### src/rtl/stack_pkg.sv
// Shared constants and FSM state type for the stack controller.
package stack_pkg;
  localparam int unsigned SP_W              = 8;
  localparam int unsigned STACK_DEPTH_DEF   = 16;

  typedef enum logic {
    IDLE = 1'b0,
    SCAN = 1'b1
  } state_t;
endpackage

### src/rtl/stack_control.sv
// Stack controller: drives push/pop/scan strobes and address for an external memory_array.
// Optional sticky overflow/underflow flags are enabled with `define STACK_ERR_FLAG_EN.
module stack_control
  import stack_pkg::*;
#(
  parameter int unsigned STACK_DEPTH = STACK_DEPTH_DEF
) (
  input  logic            clk,
  input  logic            rst_edge,
  input  logic            push_req,
  input  logic            pop_req,
  input  logic            scan_req,
  output logic            stack_push,
  output logic            stack_pop,
  output logic            stack_citajVise,
  output logic [SP_W-1:0] sp,
  output logic [SP_W-1:0] count,
  output logic            full,
  output logic            empty,
  output logic            busy,
  output logic            dout_valid,
  output logic            ovf,
  output logic            unf
);

  localparam logic [SP_W-1:0] DEPTH_V = SP_W'(STACK_DEPTH);

  state_t          state, state_next;
  logic [SP_W-1:0] count_q, count_next;
  logic [SP_W-1:0] sp_q;
  logic [SP_W-1:0] idx_q;
  logic            cv_q;
  logic [1:0]      dv_q;
  logic            is_idle;
  logic            scan_start;

  assign is_idle    = (state == IDLE);
  assign full       = (count_q == DEPTH_V);
  assign empty      = (count_q == '0);
  assign busy       = (state == SCAN);
  // A scan request that starts a scan blocks push/pop in that same cycle.
  assign scan_start = is_idle & scan_req & ~empty;
  assign stack_push = is_idle & ~scan_start & push_req & ~full;
  assign stack_pop  = is_idle & ~scan_start & pop_req & ~empty & ~push_req;

  assign sp              = sp_q;
  assign count           = count_q;
  assign stack_citajVise = cv_q;
  assign dout_valid      = dv_q[1];

  always_comb begin
    count_next = count_q;
    if (stack_push)
      count_next = count_q + 1'b1;
    else if (stack_pop)
      count_next = count_q - 1'b1;
  end

  always_comb begin
    state_next = state;
    case (state)
      IDLE: if (scan_start) state_next = SCAN;
      SCAN: if (idx_q == '0) state_next = IDLE;
      default: state_next = IDLE;
    endcase
  end

  always_ff @(posedge clk or posedge rst_edge) begin
    if (rst_edge)
      state <= IDLE;
    else
      state <= state_next;
  end

  // In SCAN, idx_q is the address placed on sp at the next edge; the strobe
  // leads the address by one cycle and drops when address 0 goes out.
  always_ff @(posedge clk or posedge rst_edge) begin
    if (rst_edge) begin
      count_q <= '0;
      sp_q    <= '0;
      idx_q   <= '0;
      cv_q    <= 1'b0;
      dv_q    <= '0;
    end else begin
      count_q <= count_next;
      dv_q    <= {dv_q[0], stack_pop | cv_q};
      case (state)
        IDLE: begin
          sp_q <= count_next;
          cv_q <= scan_start;
          if (scan_start)
            idx_q <= count_q - 1'b1;
        end
        SCAN: begin
          sp_q <= idx_q;
          cv_q <= (idx_q != '0);
          if (idx_q != '0)
            idx_q <= idx_q - 1'b1;
        end
        default: begin
          sp_q <= count_q;
          cv_q <= 1'b0;
        end
      endcase
    end
  end

`ifdef STACK_ERR_FLAG_EN
  logic ovf_q, unf_q;

  always_ff @(posedge clk or posedge rst_edge) begin
    if (rst_edge) begin
      ovf_q <= 1'b0;
      unf_q <= 1'b0;
    end else begin
      if (is_idle & push_req & full)
        ovf_q <= 1'b1;
      if (is_idle & pop_req & empty)
        unf_q <= 1'b1;
    end
  end

  assign ovf = ovf_q;
  assign unf = unf_q;
`else
  assign ovf = 1'b0;
  assign unf = 1'b0;
`endif

endmodule

### config.mk
export PLATFORM = sky130hd
export DESIGN_NAME = stack_control
export DESIGN_NICKNAME = d
export VERILOG_FILES = /design/src/rtl/stack_pkg.sv /design/src/rtl/stack_control.sv
export SDC_FILE = /design/constraint.sdc
export NUM_CORES = 1
export LEC_CHECK = 0
export ABC_AREA = 1
export ABC_CLOCK_PERIOD_IN_PS = 2000
export CORE_ASPECT_RATIO = 0.5
export CORE_MARGIN = 10
export CORE_UTILIZATION = 39
export CTS_CLUSTER_SIZE = 24
export DETAILED_ROUTE_END_ITERATION = 12
export DONT_BUFFER_PORTS = 1
export GPL_TIMING_DRIVEN = 0
export SYNTH_ARGS = -nofsm -noshare
export SYNTH_HDL_FRONTEND = slang
export SYNTH_SLANG_ARGS = --single-unit
### constraint.sdc
create_clock -name clk -period 2 [get_ports clk]
set_input_delay 0 -clock clk [delete_from_list [all_inputs] [get_ports clk]]
set_output_delay 0 -clock clk [all_outputs]
set_load 0.05 [all_outputs]
== Yosys cells after proc, flatten, opt, wreduce, memory -nomap -nowiden ==
Cells that the tools add are included.
Operators by class
  bitwise logic cells: 14
  reductions and logical operators: 4
  $add $sub $neg: 3
  eq/ne operators: 3
  mux-type cells: 10
Operators by type and width (count)
  $mux 8: 4
  $pmux 8 s2: 2
  $logic_not 8->1: 2
  $sub 8x1->8 const B: 2
  $add 8x1->8 const B: 1
  $and 1x1->1: 8
  $eq 8x5->1 const B: 1
  $reduce_bool 8->1: 1
  $not 1->1: 5
  $ne 2x1->1 const B: 2
  $pmux 1 s2: 2
  $mux 1: 2
  $reduce_and 2->1: 1
  $or 1x1->1: 1
Word-level totals
  input port bits: 5
  register bits after elaboration: 28
  logic and storage cells: 40
  output and inout port bits: 25

== Longest topological paths before layout ==
Gate-level depths: netlist of run 1.
  depth in word-level cells: 11
  gate-level depth with buffers: 13
  gate-level depth less buffers: 13

== Worst setup path before layout of run 1 ==
Ideal clock, no wire load.
  path kind: register to register
  start point: register count_q[0] (netlist: count[0])
  end point: register sp_q[1] (netlist: sp[1])
  arrival time: 2156 ps
  data required time: 1884 ps
  path slack: -273 ps
  clock period less this slack: 2273 ps
  cell stages (with the launch flop): 14
  path buffers: 0
  setup time: 116 ps
  cells stage by stage: dfrtp_1 -> inv_1 -> ha_1 -> inv_1 -> nor2_2 -> inv_1 -> nor2_2 -> nor2_2 -> nand2_4 -> inv_6 -> nand2_2 -> nand2_2 -> nand2_1 -> nand2_1
On the way
  elaborated cells on any way between the ends: 17
  those cells by class: add/sub (2); eq/ne (1); mux (3); bitwise (10); reduce/logical (1)
RTL lines
  start: declaration: RTL line stack_control.sv:29  | logic [SP_W-1:0] count_q, count_next;
  start signal: assignment: RTL line stack_control.sv:85  | count_q <= count_next;
  $eq 8x5->1: RTL line stack_control.sv:38  | assign full = (count_q == DEPTH_V);
  net full: RTL line stack_control.sv:18  | output logic full,
  $not 1->1: RTL line stack_control.sv:43  | assign stack_push = is_idle & ~scan_start & push_req & ~full;
  $and 1x1->1: RTL line stack_control.sv:43
  net stack_push: RTL line stack_control.sv:13  | output logic stack_push,
  $mux 8: RTL line stack_control.sv:53  | if (stack_push)
  net count_next[1]: RTL line stack_control.sv:29
  $pmux 8 s2: RTL line stack_control.sv:87  | case (state)
  end signal: assignment: RTL line stack_control.sv:89  | sp_q <= count_next;
  end signal: assignment: RTL line stack_control.sv:95  | sp_q <= idx_q;
  end signal: assignment: RTL line stack_control.sv:101  | sp_q <= count_q;
  end: declaration: RTL line stack_control.sv:30  | logic [SP_W-1:0] sp_q;
The timed path passes the listed nets, and every way through them passes these cells.
A chain may end at the register's enable or synchronous reset.

== Worst setup path in the final report of run 1 ==
  start point: register count_q[0] (netlist: count[0])
  end point: register sp_q[6] (netlist: sp[6])
Same word-level chain as after synthesis.

==> impl_metrics.env, run 1 <==
export IMPL_status="completed"
export IMPL_wl_met3_um=200
export IMPL_synth_edff_count=0
export IMPL_final_nets=252
export IMPL_clock_power_share=0.291
export IMPL_synthMostInstantiatedCell="nand2_1"
export IMPL_drive_above_1_share=0.2355
export IMPL_gp_congestion=0.8946
export IMPL_utilization=0.4831
export IMPL_cts_root_buffer="clkbuf_8"
export IMPL_maxSlewHeadroom=0.3154
export IMPL_num_rows=16
export IMPL_grt_pass1_vias=1406
export IMPL_post_dp_cell_area_sq_um=1788
export IMPL_fmax_mhz=500.3
export IMPL_start_util=0.4206
export IMPL_gr_total_overflow=0
export IMPL_synth_top_area_share=0.3953
export IMPL_cts_sinks=27
export IMPL_synth_seq_cells=27
export IMPL_tightestPinTransition_ns=1.026
export IMPL_firstDrtPassIters=4
export IMPL_route_met2_wl_um=1989
export IMPL_synthFlopType="dfrtp_1"
export IMPL_finalSetupTns_ns=0
export IMPL_numPortBuffers=0
export IMPL_clkSlewWorstSetupHoldPaths_ns=0.10
export IMPL_slew_viol_final=0
export IMPL_end_kind="register"
export IMPL_cts_made_buffers=3
export IMPL_clk_latency_ns=0.28
export IMPL_grt_pass1_wl_um=7065
export IMPL_cp_max_fo=7
export IMPL_period_minus_slack_ns=1.999
export IMPL_wl_per_cell_um=14.53
export IMPL_placedCellCount=285
export IMPL_htreeDepth=1
export IMPL_crit_required_ns=2.18
export IMPL_hold_path_class="primary input to register"
export IMPL_syn_area_sq_um=1709
export IMPL_ctsLongestPathBuffers=2
export IMPL_core_sq_um=4064
export IMPL_vias=1475
export IMPL_vias_per_cell=4.983
export IMPL_die_x_um=113.6
export IMPL_power_leakage_nw=1.019
export IMPL_stdcell_count=296
export IMPL_worst_setup_path_type="register to register"
export IMPL_synth_area_leaders="dfrtp_1 (40%), nand2_1 (14%), nand3_1 (6.7%), inv_1 (5.5%), xor2_1 (4.1%)"
export IMPL_fin_ws_ns=0.001384
export IMPL_die_y_um=66.81
export IMPL_ys_top_cells_by_count="nand2_1 (65), dfrtp_1 (27), inv_1 (25), nand3_1 (23), nor2_1 (17)"
export IMPL_drt_total_wl_um=4300
export IMPL_dieArea_sq_um=7591
export IMPL_gr_usage_all_layers=0.1175
export IMPL_avgSynthCellArea_sq_um=7.431
export IMPL_maxCapViolCount=0
export IMPL_ys_seq_area_frac=0.3953
export IMPL_power_mw=1.098
export IMPL_nFillCells=402
export IMPL_whs_ns=0.07347
export IMPL_power_density_nw_per_um2=559.6
export IMPL_synth_async_reset_ratio=1.000
export IMPL_final_hold_violation_count=0
export IMPL_sw_frac_of_total=0.3073
export IMPL_io_pins=30
export IMPL_syn2layout_area_growth_pct=14.86
export IMPL_synth_cells=230
export IMPL_place_ws_ns=-0.2411
export IMPL_cts_tree="done"
export IMPL_synth_top_cell_by_area="dfrtp_1"
export IMPL_drc_errors=0
export IMPL_p_switching_mw=0.3376
export IMPL_critPathArrivalTime_ns=2.18
export IMPL_final_area_sq_um=1963
export IMPL_antenna_found_initial=0
export IMPL_drt_initial_drc_count=52
export IMPL_top_layer="met4"
export IMPL_antenna_cells=0
export IMPL_dp_hpwl_um=3267
export IMPL_fin_crit_sh=0.9993
export IMPL_setup_viol=0
export IMPL_startpoint_type="register"
export IMPL_grt_max_degree=28
export IMPL_yosysWarnings=0
export IMPL_ant_nets=0
export IMPL_rsz0062_at_grt="yes"
export IMPL_peakVddDrop_uv=234.5
export IMPL_p_int_mw=0.7609
export IMPL_yosysUniqueCellTypes=33
export IMPL_fin_skew_ns=0.006767
export IMPL_p_comb_frac=0.165
export IMPL_seqPwrFrac=0.544
export IMPL_drt_met1_wl_um=2080
==> cells in the final DEF (no fill, tap or decap), drive strengths merged <==
master and count:
o211ai 2, buf 12, dlygate4sd3 2, a31oi 1
a21oi 2, nor2 20, a22oi 1, conb 2
o21ai 16, inv 31, xnor2 1, clkinvlp 1
xor2 8, nand3 24, clkbuf 4, ha 4
clkinv 1, o22ai 1, dfrtp 27, nand2 73
nand4 3, and2 4, nor3 2
==> sequential cells by signal, summed over array words and instances (netlist names) <==
name	flops
count	8
idx_q	8
sp	8
dv_q	2
stack_citajVise	1
==> repair_timing <==
| item | CTS | global route |
|---|---|---|
| hold buffers | 2 | 0 |
| setup endpoints to repair | 17 | 17 |
| gates resized for setup | 22 | 5 |
| endpoints found under the hold margin | 28 | 0 |
| setup buffers | 3 | 1 |
| pin swaps | 6 | 0 |
| cloned | 1 | 0 |
==> critical path, stage by stage (launching register included) <==
cell and delay [ns]:
dfrtp_4 0.60, inv_4 0.10, ha_4 0.13, inv_2 0.04, nor2_4 0.10, inv_2 0.05, nor2_4 0.31, nor2_4 0.10
nand2_4 0.14, inv_8 0.10, nand2_4 0.06, nand2_2 0.06, nand2_2 0.06, nand2_1 0.05
==> cells by family (layout without fill, tap and decap cells) <==
logic type,after synthesis,count (layout),share of synthesized area
AND/OR/NAND/NOR,125,126,0.3280
buffers and inverters,41,51,0.1171
flip-flops,27,27,0.3953
AO/OA/AOI/OAI,23,23,0.08199
XOR/XNOR,9,9,0.04612
adder cells (fa/ha/maj),4,4,0.02928
other,1,2,0.002194
==> cell type report <==
type	instances	area, sq um	area share
flip-flops and latches	27	690.7	0.3518
clock inverters	1	7.507	0.003824
well taps	54	67.56	0.03442
clock buffers	3	41.29	0.02103
plain buffers	9	70.07	0.03569
inverters	32	137.6	0.07011
multi-input cells	164	898.4	0.4576
repair buffers	6	50.05	0.02549
==> metal layers <==
| metal | global-route usage | vias up |
|---|---|---|
| met5 | 0 | - |
| met4 | 0.02358 | 0 |
| met3 | 0.03038 | 2 |
| met2 | 0.1932 | 28 |
| met1 | 0.1528 | 704 |
| li1 | - | 741 |
==> final timing paths <==
kind / start / endpoint / slack [ns] / depth (start not counted)
min in group asynchronous: rst_edge / sp[0]$_DFF_PP0_ / 0.40 / 2
setup / recovery: count[0]$_DFF_PP0_ / sp[6]$_DFF_PP0_ / 0.001 / 13
max in group asynchronous: rst_edge / count[5]$_DFF_PP0_ / 0.85 / 2
hold reg to reg: dv_q[0]$_DFF_PP0_ / dv_q[1]$_DFF_PP0_ / 0.36 / 0
setup reg to reg: count[0]$_DFF_PP0_ / sp[6]$_DFF_PP0_ / 0.001 / 13
hold / removal: push_req / count[7]$_DFF_PP0_ / 0.07 / 4
==> power groups by stage <==
stage | logic, mW | clock network (mW) | registers, mW
3_3_place_gp | 0.159 | 0 | 0.606
5_1_grt | 0.203 | 0.355 | 0.599
4_1_cts | 0.179 | 0.335 | 0.597
6_report | 0.181 | 0.320 | 0.597
2_1_floorplan | 0.132 | 0 | 0.602
3_5_place_dp | 0.162 | 0 | 0.606
(Power assumes the default switching activity.)
==> run 2, diff against run 1 <==
--- a/config.mk
+++ b/config.mk
@@ -9,11 +9,11 @@
 export ABC_CLOCK_PERIOD_IN_PS = 2000
 export CORE_ASPECT_RATIO = 0.5
 export CORE_MARGIN = 10
-export CORE_UTILIZATION = 39
+export CORE_UTILIZATION = 38
 export CTS_CLUSTER_SIZE = 24
 export DETAILED_ROUTE_END_ITERATION = 12
 export DONT_BUFFER_PORTS = 1
-export GPL_TIMING_DRIVEN = 0
+export SETUP_SLACK_MARGIN = 0.2
 export SYNTH_ARGS = -nofsm -noshare
 export SYNTH_HDL_FRONTEND = slang
 export SYNTH_SLANG_ARGS = --single-unit
==> impl_metrics.env, run 2 (synthesis results as in run 1) <==
export IMPL_status="completed"
export IMPL_multi_input_area_sq_um=917.1
export IMPL_grt_pass1_vias=1472
export IMPL_num_rows=17
export IMPL_regArea_sq_um=685.7
export IMPL_cts_root_buffer="clkbuf_8"
export IMPL_hold_path_class="primary input to register"
export IMPL_nFillCells=407
export IMPL_htreeDepth=1
export IMPL_rsz0062_at_grt="yes"
export IMPL_gp_congestion=0.8653
export IMPL_drt_total_wl_um=4445
export IMPL_worst_setup_path_type="register to output pin"
export IMPL_firstDrtPassIters=4
export IMPL_fin_ws_ns=0.2579
export IMPL_top_layer="met4"
export IMPL_vias_per_cell=4.984
export IMPL_final_hold_violation_count=0
export IMPL_worst_hold_path_endpoint="count[7]$_DFF_PP0_"
export IMPL_syn2layout_area_growth_pct=21.45
export IMPL_die_x_um=114.8
export IMPL_fin_crit_sh=0.8711
export IMPL_worstHoldStart="push_req"
export IMPL_grt_pass1_wl_um=7265
export IMPL_grt_max_degree=28
export IMPL_power_mw=1.137
export IMPL_gr_usage_all_layers=0.1171
export IMPL_start_util=0.3920
export IMPL_maxCapViolCount=0
export IMPL_core_sq_um=4360
export IMPL_clk_latency_ns=0.28
export IMPL_wl_per_cell_um=14.34
export IMPL_power_density_nw_per_um2=547.8
export IMPL_antenna_found_initial=0
export IMPL_drc_errors=0
export IMPL_r2r_end="sp[1]$_DFF_PP0_"
export IMPL_vias=1545
export IMPL_critPathArrivalTime_ns=1.74
export IMPL_cts_made_buffers=3
export IMPL_drive_above_1_share=0.2925
export IMPL_r2r_setup_slack_ns=0.26
export IMPL_antenna_cells=0
export IMPL_cp_max_fo=6
export IMPL_clkSlewWorstSetupHoldPaths_ns=0.11
export IMPL_ant_nets=0
export IMPL_cts_sinks=27
export IMPL_timing_rr_start="count[1]$_DFF_PP0_"
export IMPL_fin_skew_ns=0.007891
export IMPL_hold_path_depth=4
export IMPL_wl_met3_um=198
export IMPL_end_kind="output pin"
export IMPL_r2r_cells=12
export IMPL_power_leakage_nw=1.083
export IMPL_dieArea_sq_um=7743
export IMPL_crit_required_ns=2.00
export IMPL_period_minus_slack_ns=1.742
export IMPL_peakVddDrop_uv=272.3
export IMPL_final_common_cell="nand2_1"
export IMPL_gr_total_overflow=0
export IMPL_startpoint_type="register"
export IMPL_drt_initial_drc_count=86
export IMPL_dp_hpwl_um=3206
export IMPL_io_pins=30
export IMPL_finalSetupTns_ns=0
export IMPL_die_y_um=67.42
export IMPL_drt_met1_wl_um=2230
export IMPL_place_ws_ns=0.2302
export IMPL_setup_viol=0
export IMPL_final_nets=263
export IMPL_cts_tree="done"
export IMPL_numPortBuffers=0
export IMPL_ctsLongestPathBuffers=2
export IMPL_final_cell_mix="nand2_1 (65), buf_4 (23), nand3_1 (21)"
export IMPL_fmax_mhz=574.0
export IMPL_slew_viol_final=0
export IMPL_route_met2_wl_um=1983
## run 2: worst max-delay path by stage
stage / from / to / cells past startpoint
final: count[1]$_DFF_PP0_ / stack_push / 9
after detailed placement: idx_q[0]$_DFFE_PP0P_ / idx_q[7]$_DFFE_PP0P_ / 9
after global routing: count[1]$_DFF_PP0_ / sp[1]$_DFF_PP0_ / 12
after global placement: count[0]$_DFF_PP0_ / sp[4]$_DFF_PP0_ / 11
after floorplan: count[0]$_DFF_PP0_ / sp[1]$_DFF_PP0_ / 13
after CTS: count[3]$_DFF_PP0_ / stack_push / 8
## run 2: cell type report
cell class | instances | share of cell area
multi-input combinational | 164 | 0.4418
sequential | 27 | 0.3303
timing repair buffer | 26 | 0.1007
inverter | 32 | 0.06872
tap | 57 | 0.03436
clock buffer | 3 | 0.01989
clock inverter | 1 | 0.004219
## run 2: through the flow
| stage | instance area (sq um) | hold WS (ns) | utilization | cells |
|---|---|---|---|---|
| finish | 2076 | 0.03972 | 0.4760 | 310 |
| floorplan | 1759 | 0.05223 | - | 231 |
| detailed placement | 1889 | -0.01739 | 0.4333 | 296 |
| global placement | 1889 | -0.02155 | 0.4333 | 296 |
| global route | 2076 | 0.04906 | 0.4760 | 310 |
| CTS | 1976 | 0.03429 | 0.4531 | 304 |
## run 2: report_power, final
part	total, mW	switching, mW	internal (mW)
clock	0.344	0.197	0.147
sequential	0.570	0.0125	0.558
combinational	0.223	0.149	0.0745
## run 2: worst max-delay path: stages, from the launching register on
cell,delay (ns)
dfrtp_2,0.45
inv_4,0.08
ha_4,0.12
inv_2,0.03
nor2_4,0.14
nand2_4,0.09
a21oi_4,0.18
nand2_4,0.13
inv_8,0.09
buf_8,0.14
## run 2: routing by layer
metal / GRT usage / vias up
met3: 0.02918 / 2
met2: 0.1851 / 35
met1: 0.1594 / 744
li1: - / 764
met5: 0 / -
met4: 0.02454 / 0
## run 2: repair_timing
item,in CTS,in global routing
setup buffers,3,5
cloned,0,1
endpoints found under the hold margin,27,0
pin swaps,2,5
gates resized for setup,1,16
setup endpoints to repair,1,22
hold buffers,1,0
==> run 3, diff against run 2 <==
--- a/config.mk
+++ b/config.mk
@@ -6,7 +6,7 @@
 export NUM_CORES = 1
 export LEC_CHECK = 0
 export ABC_AREA = 1
-export ABC_CLOCK_PERIOD_IN_PS = 2000
+export ABC_CLOCK_PERIOD_IN_PS = 2100
 export CORE_ASPECT_RATIO = 0.5
 export CORE_MARGIN = 10
 export CORE_UTILIZATION = 38
@@ -14,6 +14,7 @@
 export DETAILED_ROUTE_END_ITERATION = 12
 export DONT_BUFFER_PORTS = 1
 export SETUP_SLACK_MARGIN = 0.2
+export SKIP_LAST_GASP = 1
 export SYNTH_ARGS = -nofsm -noshare
 export SYNTH_HDL_FRONTEND = slang
 export SYNTH_SLANG_ARGS = --single-unit
==> constraint.sdc (replaced) <==
create_clock -name clk -period 2.1 [get_ports clk]
set_input_delay 0 -clock clk [delete_from_list [all_inputs] [get_ports clk]]
set_output_delay 0 -clock clk [all_outputs]
set_load 0.05 [all_outputs]
==> impl_metrics.env, run 3 (synthesis results as in run 1) <==
export IMPL_status="completed"
export IMPL_ant_nets=0
export IMPL_gr_total_overflow=0
export IMPL_setup_viol=0
export IMPL_crit_required_ns=2.10
export IMPL_drive_above_1_share=0.2204
export IMPL_io_pins=30
export IMPL_power_leakage_nw=1.027
export IMPL_gp_congestion=0.8712
export IMPL_vias_per_cell=4.831
export IMPL_clkSlewWorstSetupHoldPaths_ns=0.10
export IMPL_final_hold_violation_count=0
export IMPL_cts_made_buffers=3
export IMPL_gr_usage_all_layers=0.1077
export IMPL_antenna_cells=0
export IMPL_grt_pass1_vias=1357
export IMPL_stdcell_count=302
export IMPL_drt_initial_drc_count=98
export IMPL_firstDrtPassIters=4
export IMPL_maxCapViolCount=0
export IMPL_power_density_nw_per_um2=541.0
export IMPL_core_sq_um=4360
export IMPL_ctsLongestPathBuffers=2
export IMPL_cts_tree="done"
export IMPL_hold_path_class="primary input to register"
export IMPL_end_kind="output pin"
export IMPL_drt_total_wl_um=4195
export IMPL_critPathArrivalTime_ns=1.85
export IMPL_clk_latency_ns=0.29
export IMPL_post_cts_buffers=0
export IMPL_rsz0062_at_grt="yes"
export IMPL_cts_sinks=27
export IMPL_cp_max_fo=11
export IMPL_htreeDepth=1
export IMPL_cts_root_buffer="clkbuf_8"
export IMPL_grt_max_degree=24
export IMPL_grt_pass1_wl_um=6762
export IMPL_startpoint_type="register"
export IMPL_crit_chain="inv_2 -> ha_4 -> inv_2 -> nor2_4 -> nand2_2 -> nand4_2 -> inv_2 -> buf_4"
export IMPL_worst_setup_path_type="register to output pin"
export IMPL_dieArea_sq_um=7743
export IMPL_final_area_sq_um=1962
export IMPL_placedCellCount=295
export IMPL_nFillCells=432
export IMPL_slew_viol_final=0
export IMPL_period_minus_slack_ns=1.852
export IMPL_cpMaxStageDelayCell="dfrtp_2"
export IMPL_antenna_found_initial=0
export IMPL_num_rows=17
export IMPL_slowest_delay_ns=0.38
export IMPL_post_dp_cell_area_sq_um=1872
export IMPL_peakVddDrop_uv=226.3
export IMPL_syn2layout_area_growth_pct=14.79
export IMPL_die_x_um=114.8
export IMPL_finalSetupTns_ns=0
export IMPL_final_nets=255
export IMPL_dp_hpwl_um=3123
export IMPL_wl_per_cell_um=13.89
export IMPL_die_y_um=67.42
export IMPL_numPortBuffers=0
export IMPL_start_util=0.3920
export IMPL_vias=1459
export IMPL_final_cell_mix="nand2_1 (65), nand3_1 (23), inv_1 (21), dfrtp_1 (21)"
export IMPL_fmax_mhz=539.8
export IMPL_drc_errors=0
export IMPL_final_common_cell="nand2_1"
export IMPL_cpMostUsedCell="inv_2"
export IMPL_fin_skew_ns=0.005896
export IMPL_fin_crit_sh=0.8821
[run 3: repair_timing]
item | CTS | global route
resized for setup | 0 | 2
setup endpoints to repair | 0 | 10
hold buffers | 2 | 0
hold endpoints to repair | 29 | 0
[run 3: worst max-delay path, delay by kind of cell, from the launching register on]
family        cells  cell delay, ns
flops             1            0.38
simple gates      3            0.44
fa+ha+maj         1            0.15
buf+inv           4            0.60
[run 3: power by group]
group	switching [mW]	internal (mW)
registers	0.0110	0.531
logic	0.134	0.0604
clock network	0.185	0.140
[run 3: per-stage QoR]
stage | hold slack, ns | setup WS (ns) | total power, mW | util
after floorplan | 0.05237 | 0.2147 | 0.7023 | -
after global placement | -0.2086 | 0.3729 | 0.7399 | 0.4293
after detailed placement | -0.2031 | 0.3366 | 0.7421 | 0.4293
after CTS | 0.01241 | 0.2455 | 1.072 | 0.4453
after global routing | 0.02174 | 0.1389 | 1.116 | 0.4499
final | 0.02074 | 0.2476 | 1.061 | 0.4499
[run 3: worst paths after layout]
check	cells past startpoint	from	end	slack [ns]
max	8	count[0]$_DFF_PP0_	stack_pop	0.25
max reg2reg	11	count[0]$_DFF_PP0_	sp[4]$_DFF_PP0_	0.34
min reg2reg	0	dv_q[0]$_DFF_PP0_	dv_q[1]$_DFF_PP0_	0.36
min in group asynchronous	2	rst_edge	dv_q[1]$_DFF_PP0_	0.04
max in group asynchronous	3	rst_edge	count[0]$_DFF_PP0_	1.50
min	4	push_req	count[7]$_DFF_PP0_	0.02
[run 3: layout make-up]
class | count | area (sq um) | area share
Clock buffer | 3 | 41.29 | 0.02105
Clock inverter | 1 | 8.758 | 0.004464
Inverter | 32 | 132.6 | 0.06760
Multi-Input combinational cell | 164 | 884.6 | 0.4509
Sequential cell | 27 | 683.2 | 0.3482
Tap cell | 57 | 71.32 | 0.03635
Timing Repair Buffer | 18 | 140.1 | 0.07143
[run 3: metal layers]
metal / part of all wire / routed length (um) / vias up / GRT usage
li1: - / - / 749 / -
met3: 0.052 / 220 / 6 / 0.02476
met2: 0.45 / 1881 / 36 / 0.1641
met4: 0.014 / 59 / 0 / 0.03221
met1: 0.48 / 2034 / 668 / 0.1490
met5: 0 / 0 / - / 0
